===== config.mk =====
export PLATFORM = sky130hd
export DESIGN_NAME = crop_norm_mono8
export DESIGN_NICKNAME = d
export VERILOG_FILES = /design/src/rtl/crop_norm_pkg.sv /design/src/rtl/crop_norm_datapath.sv /design/src/rtl/crop_norm_mono8.sv
export SDC_FILE = /design/constraint.sdc
export NUM_CORES = 1
export LEC_CHECK = 0
export BUFFER_PORTS_ARGS = -buffer_cell sky130_fd_sc_hd__buf_2
export CORE_MARGIN = 4
export CORE_UTILIZATION = 45
export DETAILED_ROUTE_END_ITERATION = 8
export PLACE_DENSITY = 0.7
export RECOVER_POWER = 25
export SYNTH_ARGS = -nofsm -noshare
export SYNTH_HDL_FRONTEND = slang
export SYNTH_HIERARCHICAL = 1
export SYNTH_SLANG_ARGS = --single-unit

===== constraint.sdc =====
create_clock -name clk -period 13.2 [get_ports clk]
set_clock_uncertainty 0.2 [all_clocks]
set_input_delay 1.32 -clock clk [delete_from_list [all_inputs] [get_ports clk]]
set_output_delay 1.32 -clock clk [all_outputs]
set_load 0.02 [all_outputs]

===== src/rtl/crop_norm_pkg.sv =====
// Shared types, widths and the saturation helper for the crop/normalize block.
package crop_norm_pkg;

  typedef enum logic [1:0] {StIdle, StRun, StFlush, StDone} state_e;

  localparam int unsigned DIFF_W = 9;
  localparam int unsigned PROD_W = 25;

  // Clamp a signed product into the signed range of an out_w-bit result.
  function automatic logic signed [PROD_W-1:0] sat_s(input logic signed [PROD_W-1:0] prod,
                                                     input int unsigned out_w);
    logic signed [PROD_W-1:0] hi;
    logic signed [PROD_W-1:0] lo;
    hi = PROD_W'((longint'(1) <<< (out_w - 1)) - longint'(1));
    lo = ~hi;
    if (prod > hi) begin
      return hi;
    end else if (prod < lo) begin
      return lo;
    end
    return prod;
  endfunction

endpackage


===== src/rtl/crop_norm_datapath.sv =====
// Two-stage subtract / multiply-shift-saturate pipeline; every stage moves only on advance.
module crop_norm_datapath
  import crop_norm_pkg::*;
#(
  parameter int unsigned OUT_W      = 16,
  parameter int unsigned NORM_SHIFT = 8
) (
  input  logic                    clk,
  input  logic                    reset,
  input  logic                    advance,
  input  logic                    in_valid,
  input  logic [7:0]              in_pix,
  input  logic                    in_last,
  input  logic [7:0]              offset,
  input  logic signed [15:0]      scale,
  output logic                    out_valid,
  output logic [OUT_W-1:0]        out_data,
  output logic                    out_last,
  output logic                    busy
);

  logic                     st1_valid;
  logic                     st1_last;
  logic signed [DIFF_W-1:0] st1_diff;

  logic signed [DIFF_W-1:0] diff;
  logic signed [PROD_W-1:0] prod;
  logic signed [PROD_W-1:0] shifted;
  logic signed [PROD_W-1:0] sat;

  always_comb begin
    diff    = $signed({1'b0, in_pix}) - $signed({1'b0, offset});
    prod    = PROD_W'(st1_diff) * PROD_W'(scale);
    shifted = prod >>> NORM_SHIFT;
    sat     = sat_s(shifted, OUT_W);
  end

  always_ff @(posedge clk) begin
    if (reset) begin
      st1_valid <= 1'b0;
      st1_last  <= 1'b0;
      st1_diff  <= '0;
      out_valid <= 1'b0;
      out_data  <= '0;
      out_last  <= 1'b0;
    end else if (advance) begin
      st1_valid <= in_valid;
      if (in_valid) begin
        st1_diff <= diff;
        st1_last <= in_last;
      end
      out_valid <= st1_valid;
      out_last  <= st1_valid & st1_last;
      if (st1_valid) begin
        out_data <= OUT_W'(sat);
      end
    end
  end

  assign busy = st1_valid | out_valid;

endmodule


===== src/rtl/crop_norm_mono8.sv =====
// Crops a tagged Mono8 stream to a fixed window and normalizes it to signed fixed point.
// Optional pixel statistics outputs are enabled with the CROP_NORM_STATS_EN macro.
module crop_norm_mono8
  import crop_norm_pkg::*;
#(
  parameter int unsigned IN_ROWS    = 20,
  parameter int unsigned IN_COLS    = 20,
  parameter int unsigned CROP_ROW0  = 0,
  parameter int unsigned CROP_COL0  = 0,
  parameter int unsigned CROP_ROWS  = 16,
  parameter int unsigned CROP_COLS  = 16,
  parameter int unsigned OUT_W      = 16,
  parameter int unsigned NORM_SHIFT = 8,
  localparam int unsigned CW        = $clog2(IN_COLS),
  localparam int unsigned RW        = $clog2(IN_ROWS),
  localparam int unsigned SUM_W     = $clog2(CROP_ROWS * CROP_COLS * 255 + 1)
) (
  input  logic                    clk,
  input  logic                    reset,
  input  logic                    ap_start,
  output logic                    ap_done,
  output logic                    ap_ready,
  output logic                    ap_idle,
  input  logic [7:0]              norm_offset,
  input  logic signed [15:0]      norm_scale,
  input  logic                    s_axis_tvalid,
  output logic                    s_axis_tready,
  input  logic [7:0]              s_axis_tdata,
  input  logic [CW-1:0]           in_col,
  input  logic [RW-1:0]           in_row,
  output logic                    m_axis_tvalid,
  input  logic                    m_axis_tready,
  output logic [OUT_W-1:0]        m_axis_tdata,
  output logic                    m_axis_tlast
`ifdef CROP_NORM_STATS_EN
  ,
  output logic [7:0]              stat_min,
  output logic [7:0]              stat_max,
  output logic [SUM_W-1:0]        stat_sum
`endif
);

  state_e             state;
  logic [7:0]         offset_q;
  logic signed [15:0] scale_q;

  logic advance;
  logic accept;
  logic keep;
  logic frame_end;
  logic crop_last;
  logic pipe_busy;

  always_comb begin
    advance       = !m_axis_tvalid || m_axis_tready;
    s_axis_tready = (state == StRun) && advance;
    accept        = s_axis_tvalid && s_axis_tready;
    keep          = (32'(in_row) >= CROP_ROW0) && (32'(in_row) < CROP_ROW0 + CROP_ROWS) &&
                    (32'(in_col) >= CROP_COL0) && (32'(in_col) < CROP_COL0 + CROP_COLS);
    frame_end     = (32'(in_row) == IN_ROWS - 1) && (32'(in_col) == IN_COLS - 1);
    crop_last     = (32'(in_row) == CROP_ROW0 + CROP_ROWS - 1) &&
                    (32'(in_col) == CROP_COL0 + CROP_COLS - 1);
  end

  crop_norm_datapath #(
    .OUT_W      (OUT_W),
    .NORM_SHIFT (NORM_SHIFT)
  ) u_datapath (
    .clk       (clk),
    .reset     (reset),
    .advance   (advance),
    .in_valid  (accept && keep),
    .in_pix    (s_axis_tdata),
    .in_last   (crop_last),
    .offset    (offset_q),
    .scale     (scale_q),
    .out_valid (m_axis_tvalid),
    .out_data  (m_axis_tdata),
    .out_last  (m_axis_tlast),
    .busy      (pipe_busy)
  );

  always_ff @(posedge clk) begin
    if (reset) begin
      state    <= StIdle;
      ap_done  <= 1'b0;
      ap_ready <= 1'b1;
      ap_idle  <= 1'b1;
      offset_q <= '0;
      scale_q  <= '0;
    end else begin
      ap_done <= 1'b0;
      unique case (state)
        StIdle: begin
          if (ap_start) begin
            offset_q <= norm_offset;
            scale_q  <= norm_scale;
            state    <= StRun;
            ap_idle  <= 1'b0;
            ap_ready <= 1'b0;
          end
        end
        StRun: begin
          if (accept && frame_end) begin
            state <= StFlush;
          end
        end
        StFlush: begin
          // Input is closed here; wait for both pipeline stages to drain.
          if (!pipe_busy) begin
            state   <= StDone;
            ap_done <= 1'b1;
          end
        end
        StDone: begin
          state    <= StIdle;
          ap_idle  <= 1'b1;
          ap_ready <= 1'b1;
        end
        default: state <= StIdle;
      endcase
    end
  end

`ifdef CROP_NORM_STATS_EN
  always_ff @(posedge clk) begin
    if (reset || (state == StIdle && ap_start)) begin
      stat_min <= 8'hFF;
      stat_max <= 8'h00;
      stat_sum <= '0;
    end else if (accept && keep) begin
      if (s_axis_tdata < stat_min) stat_min <= s_axis_tdata;
      if (s_axis_tdata > stat_max) stat_max <= s_axis_tdata;
      stat_sum <= stat_sum + SUM_W'(s_axis_tdata);
    end
  end
`endif

endmodule


### After elaboration in Yosys (flattened, before gate mapping)

Index checks and enable logic that the tools add are counted.
Widths: inputs -> output; s select.

* bits in registers: 57
* input bits: 47
* output and inout port bits: 22
* logic and storage cells: 59

* add/sub/neg operators: 1
* $mul: 1
* magnitude comparators: 4
* eq/ne operators: 10
* multiplexer cells: 12
* bitwise gates (word level): 3
* reduce and logical (&&, ||, !) cells: 17

Operator list (count)
* $mux 16: 3
* $mul 9x16->25: 1
* $gt 17x16->1 const B: 1
* $lt 17x16->1 const B: 1
* $eq 5x4->1 const B: 2
* $eq 5x5->1 const B: 2
* $lt 5x5->1 const B: 2
* $sub 8x8->9: 1
* $pmux 2 s4: 1
* $reduce_and 2->1: 4
* $logic_and 1x1->1: 7
* $mux 2: 3
* $eq 2x2->1 const B: 2
* $mux 1: 4
* $ne 2x2->1 const B: 2
* $reduce_and 3->1: 1
* $eq 2x1->1 const B: 1
* $logic_not 2->1: 1
* $ne 2x1->1 const B: 1
* $pmux 1 s2: 1
* $reduce_bool 2->1: 1
* $reduce_or 2->1: 1
* $and 1x1->1: 1
* $logic_not 1->1: 1
* other kinds (3): 3

### Logic depth before layout (Yosys ltp)

Gate-level depths: netlist (run 1).

* depth in word-level cells: 7
* mapped depth: 22
* mapped depth without buffers: 20

### Hierarchy

The synthesis (run 1) kept the hierarchy.

By module, submodules not included
* crop_norm_datapath: times used 1, cells each 677, area each 6137.1 um2
* crop_norm_mono8: times used 1, cells each 151, area each 1203.7 um2

### Worst setup path before layout (run 1)

OpenSTA, ideal clock, no wires.

* kind: reg-to-reg
* start point: register scale_q[15]
* end point: register u_datapath.out_data[14]
* arrival time: 5.264 ns
* data required time: 12.868 ns
* path slack: 7.604 ns
* stages on the path, launching flop included: 21
* buffers on the path: 1
* period minus slack after synthesis: 5.596 ns
* path through: dfxtp_1 > clkbuf_1 > and2_1 > fa_1 > inv_1 > fa_1 > inv_1 > fa_1 > inv_1 > fa_1 > inv_1 > ha_1 > ha_1 > a21o_1 > a21o_1 > nor2_1 > a31oi_4 > a21oi_2 > xor2_1 > maj3_2 > a21oi_2

* cells in the longest elaborated chain, start to end: 5
* elaborated cells between the ends (all ways): 7
* classes of those cells: 1 x mul; 2 x order compare; 4 x mux

Ends and longest elaborated chain
* from (decl): line crop_norm_mono8.sv:45 `logic signed [15:0] scale_q;`
* from (signal assigned): line crop_norm_mono8.sv:97 `scale_q <= norm_scale;`
* $mul 9x16->25 (*): line crop_norm_datapath.sv:33 `prod = PROD_W'(st1_diff) * PROD_W'(scale);`
* $lt 17x16->1: line crop_norm_pkg.sv:18 `end else if (prod < lo) begin`
* $mux 1: line crop_norm_pkg.sv:18
* $mux 1: line crop_norm_pkg.sv:16 `if (prod > hi) begin`
* $mux 16 (*): line crop_norm_pkg.sv:21 `return prod;`
* to (signal assigned): line crop_norm_datapath.sv:55 `out_data <= OUT_W'(sat);`
* to (decl): line crop_norm_datapath.sv:17 `output logic [OUT_W-1:0] out_data,`

Mark *: on every way between the ends. The rest lies on a longest branch, timed or not.
A chain may end at the register's enable or synchronous reset.

### Worst setup path after layout (run 1)

* start point: register u_datapath.st1_diff[0]
* end point: register u_datapath.out_data[10]

* cells in the longest elaborated chain, start to end: 5
* elaborated cells between the ends (all ways): 7
* classes of those cells: 1 x mul; 2 x order compare; 4 x mux

Ends and longest elaborated chain
* from (decl): line crop_norm_datapath.sv:24 `logic signed [DIFF_W-1:0] st1_diff;`
* from (signal assigned): line crop_norm_datapath.sv:49 `st1_diff <= diff;`
* $mul 9x16->25 (*): line crop_norm_datapath.sv:33
* $lt 17x16->1: line crop_norm_pkg.sv:18
* $mux 1: line crop_norm_pkg.sv:18
* $mux 1: line crop_norm_pkg.sv:16
* $mux 16 (*): line crop_norm_pkg.sv:21

Marked as above.

==> results of run 1 <==
## logic make-up (layout without fill, tap and decap cells)
logic type / Yosys count / in the layout / synth area share [%]
fa+ha+maj: 182 / 182 / 43.14
simple gates: 327 / 327 / 22.36
xor+xnor: 16 / 16 / 1.909
compound gates: 110 / 110 / 9.630
mux: 4 / 4 / 0.5625
flops: 57 / 57 / 15.54
buf+inv: 132 / 188 / 6.852
## worst max-delay path: stages (launching register included)
cell	delay, ns
dfxtp_1	0.50
nand2_1	0.20
inv_1	0.10
fa_1	0.68
inv_1	0.15
fa_1	0.58
inv_1	0.12
fa_1	0.54
inv_1	0.06
fa_1	0.53
inv_1	0.04
ha_1	0.29
ha_1	0.36
a21o_1	0.18
a21o_1	0.22
a21o_1	0.16
a21oi_1	0.15
nand3_1	0.17
nor2b_1	0.59
nor2_1	0.16
a211oi_1	0.26
## layout by cell type (no fill, tap or decap), types with 4 or more instances in the layout
| cell | n |
|---|---|
| nand2_1 | 127 |
| fa_1 | 119 |
| inv_1 | 103 |
| and2_1 | 72 |
| ha_1 | 60 |
| dfxtp_1 | 57 |
| buf_2 | 51 |
| a21oi_1 | 46 |
| nor2_1 | 42 |
| nor2b_1 | 22 |
| nor3_1 | 22 |
| clkbuf_1 | 19 |
| o21ai_0 | 14 |
| clkbuf_16 | 9 |
| a211oi_1 | 8 |
| xnor2_1 | 8 |
| xor2_1 | 8 |
| nand3_1 | 7 |
| nand4_1 | 6 |
| nand2b_1 | 6 |
| a21o_1 | 5 |
| nor3b_1 | 4 |
| o21ai_1 | 4 |
| a21oi_2 | 4 |
| a21boi_0 | 4 |
## state kept, by name (all words and copies together) (netlist names)
signal                cells
ap_idle                   1
state                     2
offset_q                  8
scale_q                  16
u_datapath/out_data      16
u_datapath/out_last       1
u_datapath/st1_valid      1
u_datapath/out_valid      1
u_datapath/st1_diff       9
u_datapath/st1_last       1
ap_done                   1
## worst paths after layout
path                                                             end  cells past startpoint
worst max-delay path            u_datapath/out_data[10]$_SDFFE_PP0P_                     20
worst min-delay path                        offset_q[7]$_SDFFE_PP0P_                      2
worst max register to register  u_datapath/out_data[10]$_SDFFE_PP0P_                     20
worst min register to register              offset_q[7]$_SDFFE_PP0P_                      2
## metrics by stage
step                hold slack, ns  utilization (%)
floorplan                   0.2305                -
global placement            0.2460            49.19
detailed placement          0.2482            49.19
CTS                         0.2556            51.12
global route                0.2798            50.97
finish                      0.2556            50.97
## per-layer routing
layer / vias to the layer above / global-route usage (%)
met2: 103 / 32.91
met3: 28 / 2.563
met5: - / 0
met1: 2811 / 23.96
met4: 0 / 6.831
li1: 2751 / -
## final cells by class
type / instances / area, um^2 / share of cell area (%)
flip-flops and latches: 57 / 1141 / 14.04
clock inverters: 4 / 51.30 / 0.6314
well taps: 216 / 270.3 / 3.326
clock buffers: 12 / 256.5 / 3.157
repair buffers: 69 / 322.8 / 3.973
multi-input cells: 639 / 5697 / 70.11
inverters: 103 / 386.6 / 4.758
## where the power goes
part	internal, mW	switching, mW	total (mW)	leakage, nW
logic	0.0702	0.107	0.177	3.48
registers	0.193	0.0400	0.233	0.464
clock network	0.156	0.0893	0.246	0.149
==> results.sh, run 1 <==
export IMPL_r2r_start="u_datapath/st1_diff[0]$_SDFFE_PP0P_"
export IMPL_routed_wirelength_um=16290
export IMPL_synth_edf_count=0
export IMPL_antenna_found_initial=0
export IMPL_top_layer="met4"
export IMPL_start_util_pct=46.04
export IMPL_numCtsBuffers=9
export IMPL_rsz0062_at_grt="no"
export IMPL_setup_viol=0
export IMPL_grt_max_degree=51
export IMPL_synth_area_leaders="fa_1, dfxtp_1, ha_1"
export IMPL_placedCellCount=1084
export IMPL_synth_cells=828
export IMPL_outcome="complete, but fails checks"
export IMPL_avgSynthCellArea_um2=8.866
export IMPL_fp_dieArea_um2=18420
export IMPL_synthFlopType="dfxtp_1"
export IMPL_cts_tree="built"
export IMPL_dr_pass1_iters=4
export IMPL_n_fill_cell=1565
export IMPL_grt_pass1_wl_um=27780
export IMPL_area_growth_pct=10.69
export IMPL_ys_ff_latch=57
export IMPL_wl_met1_um=6968
export IMPL_relSlewSlack_pct=-50.40
export IMPL_post_cts_resized=0
export IMPL_drc=0
export IMPL_power_total_uw=656.4
export IMPL_root_buffer="clkbuf_16"
export IMPL_nets=1105
export IMPL_core_um2=15940
export IMPL_synth_most_common_cell="nand2_1"
export IMPL_place_gp_congestion=0.8774
export IMPL_num_vias=5693
export IMPL_ys_top_cells_by_count="nand2_1, fa_1, inv_1, and2_1, ha_1"
export IMPL_routed_via_density=5.175
export IMPL_dp_hpwl_um=12830
export IMPL_p_per_area_nw_per_um2=80.78
export IMPL_end_kind="register"
export IMPL_clock_path_buffers=2
export IMPL_hold_path_class="register to register"
export IMPL_crit_required_ns=13.25
export IMPL_failed_checks="max-capacitance violations, max-slew violations"
export IMPL_die_width_um=135.7
export IMPL_first_iter_violations=290
export IMPL_syn_area_um2=7341
export IMPL_drive_above_1_share_pct=9.955
export IMPL_rows=46
export IMPL_tightest_slew_ns=2.256
export IMPL_final_hold_violation_count=0
export IMPL_pre_cts_ws_ns=6.892
export IMPL_insertion_delay_ns=0.33
export IMPL_finalMaxSlewViolations=51
export IMPL_start_kind="register"
export IMPL_portBuffers=68
export IMPL_fmax_ghz=0.1578
export IMPL_num_io_pins=69
export IMPL_stdcell_area_um2=8125
export IMPL_dieHeight_um=135.7
export IMPL_reg2reg_setup_slack_ns=6.86
export IMPL_grt_pass1_vias=5873
export IMPL_ys_seq_area_share_pct=15.54
export IMPL_track_usage_pct=18.86
export IMPL_holdCritStartpoint="offset_q[7]$_SDFFE_PP0P_"
export IMPL_yosysWarningCount=6
export IMPL_hold_buffers=0
export IMPL_met3_length_um=466
export IMPL_fin_tns_setup_ns=0
export IMPL_finalNonFillerCells=1100
export IMPL_cp_startpoint="u_datapath/st1_diff[0]$_SDFFE_PP0P_"
export IMPL_path_class="register to register"
export IMPL_routedWlPerCell_um=14.81
export IMPL_maxCapViolCount=1
export IMPL_place_area_um2=7843
export IMPL_ant_nets=0
export IMPL_setup_slack_ns=6.863
export IMPL_path_clk_slew_ns=0.06
export IMPL_synth_top_area_share_pct=32.45
export IMPL_period_needed_ns=6.337
export IMPL_ys_types=56
export IMPL_synthesis_nets=1054
export IMPL_ir_worst_vdd_uv=57.08
export IMPL_leakage_nw=4.092
export IMPL_post_cts_setup_buffer_count=0
export IMPL_synth_async_reset_ratio_pct=0
export IMPL_yosys_area_top_type="fa_1"
export IMPL_met2_length_um=8433
export IMPL_fin_crit_sh_pct=48.00
export IMPL_antenna_cells=0
export IMPL_cts_sinks=57
export IMPL_grt_overflow_total=0
export IMPL_worstPathArrival_ns=6.38
export IMPL_cts_max_level=3
export IMPL_critical_path_max_fanout=16
Power figures use the tool's default switching activity.
==> inputs of run 2 (changes only) <==
--- a/config.mk
+++ b/config.mk
@@ -5,6 +5,7 @@
 export SDC_FILE = /design/constraint.sdc
 export NUM_CORES = 1
 export LEC_CHECK = 0
+export ABC_AREA = 1
 export BUFFER_PORTS_ARGS = -buffer_cell sky130_fd_sc_hd__buf_2
 export CORE_MARGIN = 4
 export CORE_UTILIZATION = 45
==> constraint.sdc (replaced) <==
create_clock -name clk -period 6.45 [get_ports clk]
set_clock_uncertainty 0.2 [all_clocks]
set_input_delay 0.645 -clock clk [delete_from_list [all_inputs] [get_ports clk]]
set_output_delay 0.645 -clock clk [all_outputs]
set_load 0.02 [all_outputs]
==> results.sh, run 2 <==
export IMPL_area_growth_pct=10.06
export IMPL_fin_hold_ws_ns=0.2724
export IMPL_path_class="register to register"
export IMPL_avgSynthCellArea_um2=7.328
export IMPL_reg_top3="scale_q: 16 flops, u_datapath/out_data: 16 flops, u_datapath/st1_diff: 9 flops"
export IMPL_synth_async_reset_ratio_pct=0
export IMPL_insertion_delay_ns=0.34
export IMPL_comb_power_share_pct=33.8
export IMPL_yosys_area_top_type="fa_1"
export IMPL_yosysWarningCount=6
export IMPL_hold_buffers=0
export IMPL_n_fill_cell=1673
export IMPL_synthFlopType="dfxtp_1"
export IMPL_fin_tns_setup_ns=0
export IMPL_crit_path_max_incr_delay_ns=0.58
export IMPL_worstPathArrival_ns=5.77
export IMPL_path_common_cell="fa_1"
export IMPL_fmax_ghz=0.1735
export IMPL_synth_top_area_share_pct=30.21
export IMPL_cts_sinks=57
export IMPL_clock_path_buffers=2
export IMPL_first_iter_violations=400
export IMPL_num_vias=6509
export IMPL_root_buffer="clkbuf_16"
export IMPL_ys_top_cells_by_count="nand2_1, inv_1, fa_1, nor2_1, ha_1"
export IMPL_grt_pass1_wl_um=31440
export IMPL_finalMaxSlewViolations=0
export IMPL_end_kind="register"
export IMPL_mostFrequentLayoutCells="nand2_1, inv_1, fa_1, nor2_1, ha_1"
export IMPL_p_int_uw=960.3
export IMPL_period_needed_ns=5.763
export IMPL_synth_edf_count=0
export IMPL_cts_max_level=3
export IMPL_drc=0
export IMPL_fp_dieArea_um2=19700
export IMPL_grt_overflow_total=0
export IMPL_start_util_pct=45.75
export IMPL_leakage_nw=5.275
export IMPL_path_clk_slew_ns=0.06
export IMPL_dieHeight_um=140.4
export IMPL_power_frac_seq_pct=32.3
export IMPL_portBuffers=68
export IMPL_routed_via_density=4.821
export IMPL_tightest_slew_ns=0.8556
export IMPL_switching_share_pct=39.22
export IMPL_p_switching_uw=619.6
export IMPL_maxCapViolCount=0
export IMPL_fin_crit_sh_pct=89.36
export IMPL_place_gp_congestion=0.8903
export IMPL_synth_most_common_cell="nand2_1"
export IMPL_relSlewSlack_pct=42.96
export IMPL_dp_hpwl_um=14450
export IMPL_routed_wirelength_um=17480
export IMPL_cts_tree="built"
export IMPL_p_per_area_nw_per_um2=182.1
export IMPL_dr_pass1_iters=5
export IMPL_numCtsBuffers=9
export IMPL_grt_pass1_vias=6713
export IMPL_rows=48
export IMPL_grt_max_degree=28
export IMPL_critical_path_max_fanout=16
export IMPL_setup_viol=0
export IMPL_antenna_cells=0
export IMPL_final_common_cell="nand2_1"
export IMPL_crit_required_ns=6.45
export IMPL_ir_worst_vdd_uv=217.0
export IMPL_ys_ff_latch=57
export IMPL_syn_area_um2=7885
export IMPL_cp_slowest_cell="fa_1"
export IMPL_ant_nets=0
export IMPL_hold_path_class="register to register"
export IMPL_core_um2=17240
export IMPL_stdcell_area_um2=8678
export IMPL_final_hold_violation_count=0
export IMPL_routedWlPerCell_um=12.95
export IMPL_antenna_found_initial=0
export IMPL_rsz0062_at_grt="no"
export IMPL_synth_cells=1076
export IMPL_start_kind="register"
export IMPL_ys_seq_area_share_pct=14.47
export IMPL_drive_above_1_share_pct=9.333
export IMPL_post_cts_resized=0
export IMPL_outcome="complete, no violations"
export IMPL_num_io_pins=69
export IMPL_post_cts_setup_buffer_count=0
export IMPL_place_area_um2=8373
export IMPL_nets=1346
export IMPL_track_usage_pct=19.52
export IMPL_clkPwrFrac_pct=33.9
export IMPL_synthesis_nets=1302
export IMPL_synth_area_leaders="fa_1, dfxtp_1, nand2_1"
export IMPL_ys_types=38
export IMPL_die_width_um=140.4
export IMPL_crit_chain="inv_1, or2_2, fa_1, fa_1, inv_1, fa_1, fa_1, fa_1, ha_1, nand2_1, nor2_1, nand2_1, nor2_1, nand2_2, nand3_1, nand2_1, nand2_2, nor2_4, nor2_4, a21oi_1"
==> run 2: changes by cell type after synthesis, moves of 20 or more <==
cell | before | now
nor3_1 | 22 | 2
o21ai_0 | 14 | 34
inv_1 | 103 | 224
nor2b_1 | 22 | 0
nand2_1 | 127 | 273
and2_1 | 72 | 1
nor2_1 | 42 | 111
==> run 2: power by group through the flow <==
stage | logic (mW) | clock network (mW) | registers [mW]
after detailed placement | 0.542 | 0 | 0.519
final | 0.534 | 0.536 | 0.510
after floorplan | 0.475 | 0 | 0.449
after global routing | 0.628 | 0.562 | 0.523
after global placement | 0.535 | 0 | 0.517
after CTS | 0.547 | 0.549 | 0.511
==> run 2: logic make-up after synthesis <==
group                      synth area share, %
xor gates and xnor gates                 1.777
AOI/OAI and AO/OA                        8.108
adders and majority gates                39.73
DFF                                      14.47
and+or+nand+nor                          22.50
buffers and inverters                    13.41
==> run 2: final cells by class <==
cell class                 instances  area [um^2]  area share (%)
clock buffer                      10        239.0           2.754
tap                              225        281.5           3.244
timing repair buffer              77        389.1           4.484
inverter                         228        855.8           9.862
sequential                        57         1141           13.15
clock inverter                     6        90.09           1.038
multi-input combinational        747         5682           65.47
==> run 2: worst paths after layout <==
kind / startpoint / endpoint / slack [ns] / cells past startpoint
max: u_datapath/st1_diff[8]$_SDFFE_PP0P_ / u_datapath/out_data[13]$_SDFFE_PP0P_ / 0.69 / 20
min: u_datapath/out_last$_SDFFE_PP0P_ / u_datapath/out_last$_SDFFE_PP0P_ / 0.27 / 2
max reg2reg: u_datapath/st1_diff[8]$_SDFFE_PP0P_ / u_datapath/out_data[13]$_SDFFE_PP0P_ / 0.69 / 20
min reg2reg: u_datapath/out_last$_SDFFE_PP0P_ / u_datapath/out_last$_SDFFE_PP0P_ / 0.27 / 2
==> run 2: worst max-delay path: cells and delay by family (launching register included) <==
family	cells	cell delay, ns
AO/OA/AOI/OAI	1	0.14
flip-flops	1	0.38
AND/OR/NAND/NOR	11	1.65
buffers and inverters	2	0.30
adder cells (fa/ha/maj)	6	2.95
==> run 2: layer usage <==
layer	GRT usage (%)	vias up	wire length, um
li1	-	3288	-
met1	24.25	3064	7281
met2	34.38	119	8846
met3	2.561	38	822
met4	7.649	0	532
met5	0	-	0
==> run 2: metrics by stage <==
step | power [mW] | std cells | utilization (%) | setup slack [ns]
floorplan | 0.9237 | 1076 | - | 1.159
global placement | 1.052 | 1334 | 48.58 | 0.7604
finish | 1.580 | 1350 | 50.35 | 0.6866
detailed placement | 1.060 | 1334 | 48.58 | 0.6777
global route | 1.712 | 1350 | 50.35 | 0.1267
CTS | 1.607 | 1350 | 50.49 | 0.6592
==> inputs of run 3 (changes only) <==
--- a/config.mk
+++ b/config.mk
@@ -5,7 +5,6 @@
 export SDC_FILE = /design/constraint.sdc
 export NUM_CORES = 1
 export LEC_CHECK = 0
-export ABC_AREA = 1
 export BUFFER_PORTS_ARGS = -buffer_cell sky130_fd_sc_hd__buf_2
 export CORE_MARGIN = 4
 export CORE_UTILIZATION = 45
==> results.sh, run 3 (synthesis results as in run 1) <==
export IMPL_ant_nets=0
export IMPL_fin_tns_setup_ns=0
export IMPL_relSlewSlack_pct=-55.03
export IMPL_comb_power_share_pct=28.6
export IMPL_r2r_start="u_datapath/st1_diff[2]$_SDFFE_PP0P_"
export IMPL_dr_pass1_iters=5
export IMPL_holdCritStartpoint="u_datapath/out_data[7]$_SDFFE_PP0P_"
export IMPL_area_growth_pct=11.04
export IMPL_num_vias=5755
export IMPL_min_to="u_datapath/out_data[7]$_SDFFE_PP0P_"
export IMPL_nets=1112
export IMPL_end_kind="register"
export IMPL_p_switching_uw=490.8
export IMPL_stdcell_area_um2=8152
export IMPL_switching_share_pct=37.65
export IMPL_crit_chain="and2_1, fa_1, inv_1, fa_1, inv_1, fa_1, inv_1, fa_1, inv_1, ha_1, ha_1, a21o_1, a21o_1, nor2_1, a31oi_4, a21oi_2, xor2_1, maj3_2, a21oi_2"
export IMPL_setup_viol=0
export IMPL_grt_pass1_vias=5879
export IMPL_portBuffers=68
export IMPL_failed_checks="max-capacitance violations, max-slew violations"
export IMPL_ir_worst_vdd_uv=117.0
export IMPL_post_cts_setup_buffer_count=0
export IMPL_routedWlPerCell_um=15.06
export IMPL_final_util_pct=51.13
export IMPL_fp_dieArea_um2=18420
export IMPL_insertion_delay_ns=0.34
export IMPL_start_util_pct=46.04
export IMPL_finalMaxSlewViolations=51
export IMPL_hold_depth=2
export IMPL_antenna_found_initial=0
export IMPL_clkPwrFrac_pct=35.3
export IMPL_cp_slowest_cell="fa_1"
export IMPL_grt_overflow_total=0
export IMPL_drive_above_1_share_pct=10.77
export IMPL_die_width_um=135.7
export IMPL_place_area_um2=7895
export IMPL_crit_required_ns=6.44
export IMPL_start_kind="register"
export IMPL_p_per_area_nw_per_um2=159.9
export IMPL_clock_path_buffers=2
export IMPL_track_usage_pct=19.17
export IMPL_fmax_ghz=0.1658
export IMPL_hold_path_class="register to register"
export IMPL_place_gp_congestion=0.8444
export IMPL_dp_hpwl_um=13330
export IMPL_post_cts_resized=0
export IMPL_numCtsBuffers=9
export IMPL_rr_worst_depth=19
export IMPL_hold_buffers=0
export IMPL_maxCapViolCount=1
export IMPL_final_hold_violation_count=0
export IMPL_fin_crit_sh_pct=93.52
export IMPL_tightest_slew_ns=2.325
export IMPL_reg_top3="scale_q: 16 flops, u_datapath/out_data: 16 flops, u_datapath/st1_diff: 9 flops"
export IMPL_power_frac_seq_pct=36.1
export IMPL_period_needed_ns=6.032
export IMPL_dieHeight_um=135.7
export IMPL_p_int_uw=812.8
export IMPL_grt_max_degree=51
export IMPL_cts_max_level=3
export IMPL_cp_num_buf_inv=4
export IMPL_routed_wirelength_um=16670
export IMPL_path_clk_slew_ns=0.06
export IMPL_first_iter_violations=364
export IMPL_cts_tree="built"
export IMPL_routed_via_density=5.199
export IMPL_cts_sinks=57
export IMPL_critical_path_max_fanout=11
export IMPL_grt_pass1_wl_um=28130
export IMPL_core_um2=15940
export IMPL_crit_family="adder cells"
export IMPL_reg2reg_setup_slack_ns=0.42
export IMPL_mostFrequentLayoutCells="nand2_1, fa_1, inv_1, and2_1, ha_1"
export IMPL_crit_path_max_incr_delay_ns=0.72
export IMPL_antenna_cells=0
export IMPL_leakage_nw=4.119
export IMPL_timing_rr_end="u_datapath/out_data[13]$_SDFFE_PP0P_"
export IMPL_rsz0062_at_grt="no"
export IMPL_final_common_cell="nand2_1"
export IMPL_outcome="complete, but fails checks"
export IMPL_num_io_pins=69
export IMPL_root_buffer="clkbuf_16"
export IMPL_path_class="register to register"
export IMPL_worstPathArrival_ns=6.02
export IMPL_drc=0
export IMPL_rows=46
run 3: cell count changes in the layout (fill, tap and decap cells not counted), sizes merged, moves of 6 or more:
cell / previous run / this run
a211oi: 0 / 8
and2: 1 / 73
inv: 228 / 104
nand2: 282 / 127
nand2b: 0 / 6
nand3: 25 / 7
nor2: 115 / 42
nor2b: 0 / 22
nor3: 3 / 22
o21ai: 57 / 20
o21bai: 6 / 0
run 3: metal layers:
metal  wire, um  vias to the layer above  global-route usage (%)
met2       8573                      137                   32.88
met4        444                        0                   6.607
li1           -                     2772                       -
met3        673                       38                   3.269
met1       6977                     2808                   24.55
met5          0                        -                       0
run 3: worst max path at each step:
stage / startpoint / end / slack, ns / cells past startpoint
after floorplan: scale_q[15]$_SDFFE_PP0P_ / u_datapath/out_data[14]$_SDFFE_PP0P_ / 0.85 / 20
after global placement: u_datapath/st1_diff[2]$_SDFFE_PP0P_ / u_datapath/out_data[0]$_SDFFE_PP0P_ / 0.61 / 18
after detailed placement: u_datapath/st1_diff[2]$_SDFFE_PP0P_ / u_datapath/out_data[0]$_SDFFE_PP0P_ / 0.48 / 18
after CTS: u_datapath/st1_diff[2]$_SDFFE_PP0P_ / u_datapath/out_data[13]$_SDFFE_PP0P_ / 0.43 / 19
after global routing: u_datapath/st1_diff[2]$_SDFFE_PP0P_ / u_datapath/out_data[5]$_SDFFE_PP0P_ / 0.11 / 20
final: u_datapath/st1_diff[2]$_SDFFE_PP0P_ / u_datapath/out_data[13]$_SDFFE_PP0P_ / 0.42 / 19
run 3: stage by stage:
| stage | instances | setup WS (ns) | power (mW) | hold slack [ns] |
|---|---|---|---|---|
| after floorplan | 828 | 0.8544 | 0.7334 | 0.2305 |
| after global placement | 1091 | 0.6110 | 0.8462 | 0.2403 |
| after detailed placement | 1091 | 0.4767 | 0.8555 | 0.2451 |
| after CTS | 1107 | 0.4316 | 1.323 | 0.2524 |
| after global routing | 1107 | 0.1097 | 1.393 | 0.2725 |
| final | 1107 | 0.4177 | 1.304 | 0.2540 |
run 3: power groups by stage:
stage,Clock (mW),Sequential [mW],Combinational (mW)
floorplan,0,0.448,0.286
global placement,0,0.476,0.370
detailed placement,0,0.477,0.378
CTS,0.472,0.469,0.381
global route,0.485,0.479,0.429
finish,0.460,0.470,0.373
run 3: tightest hold or removal path, delay by kind of cell, from the launching register on:
family,cells,cell delay [ns]
flip-flops,1,0.31
AND/OR/NAND/NOR,1,0.05
AO/OA/AOI/OAI,1,0.05
run 3: cell type report:
class                      count  area, um^2
clock buffer                  10       239.0
clock inverter                 6       42.54
fill                        1491        7791
inverter                     103       386.6
multi-input combinational    639        5697
sequential                    57        1141
tap                          216       270.3
timing repair buffer          76       375.4
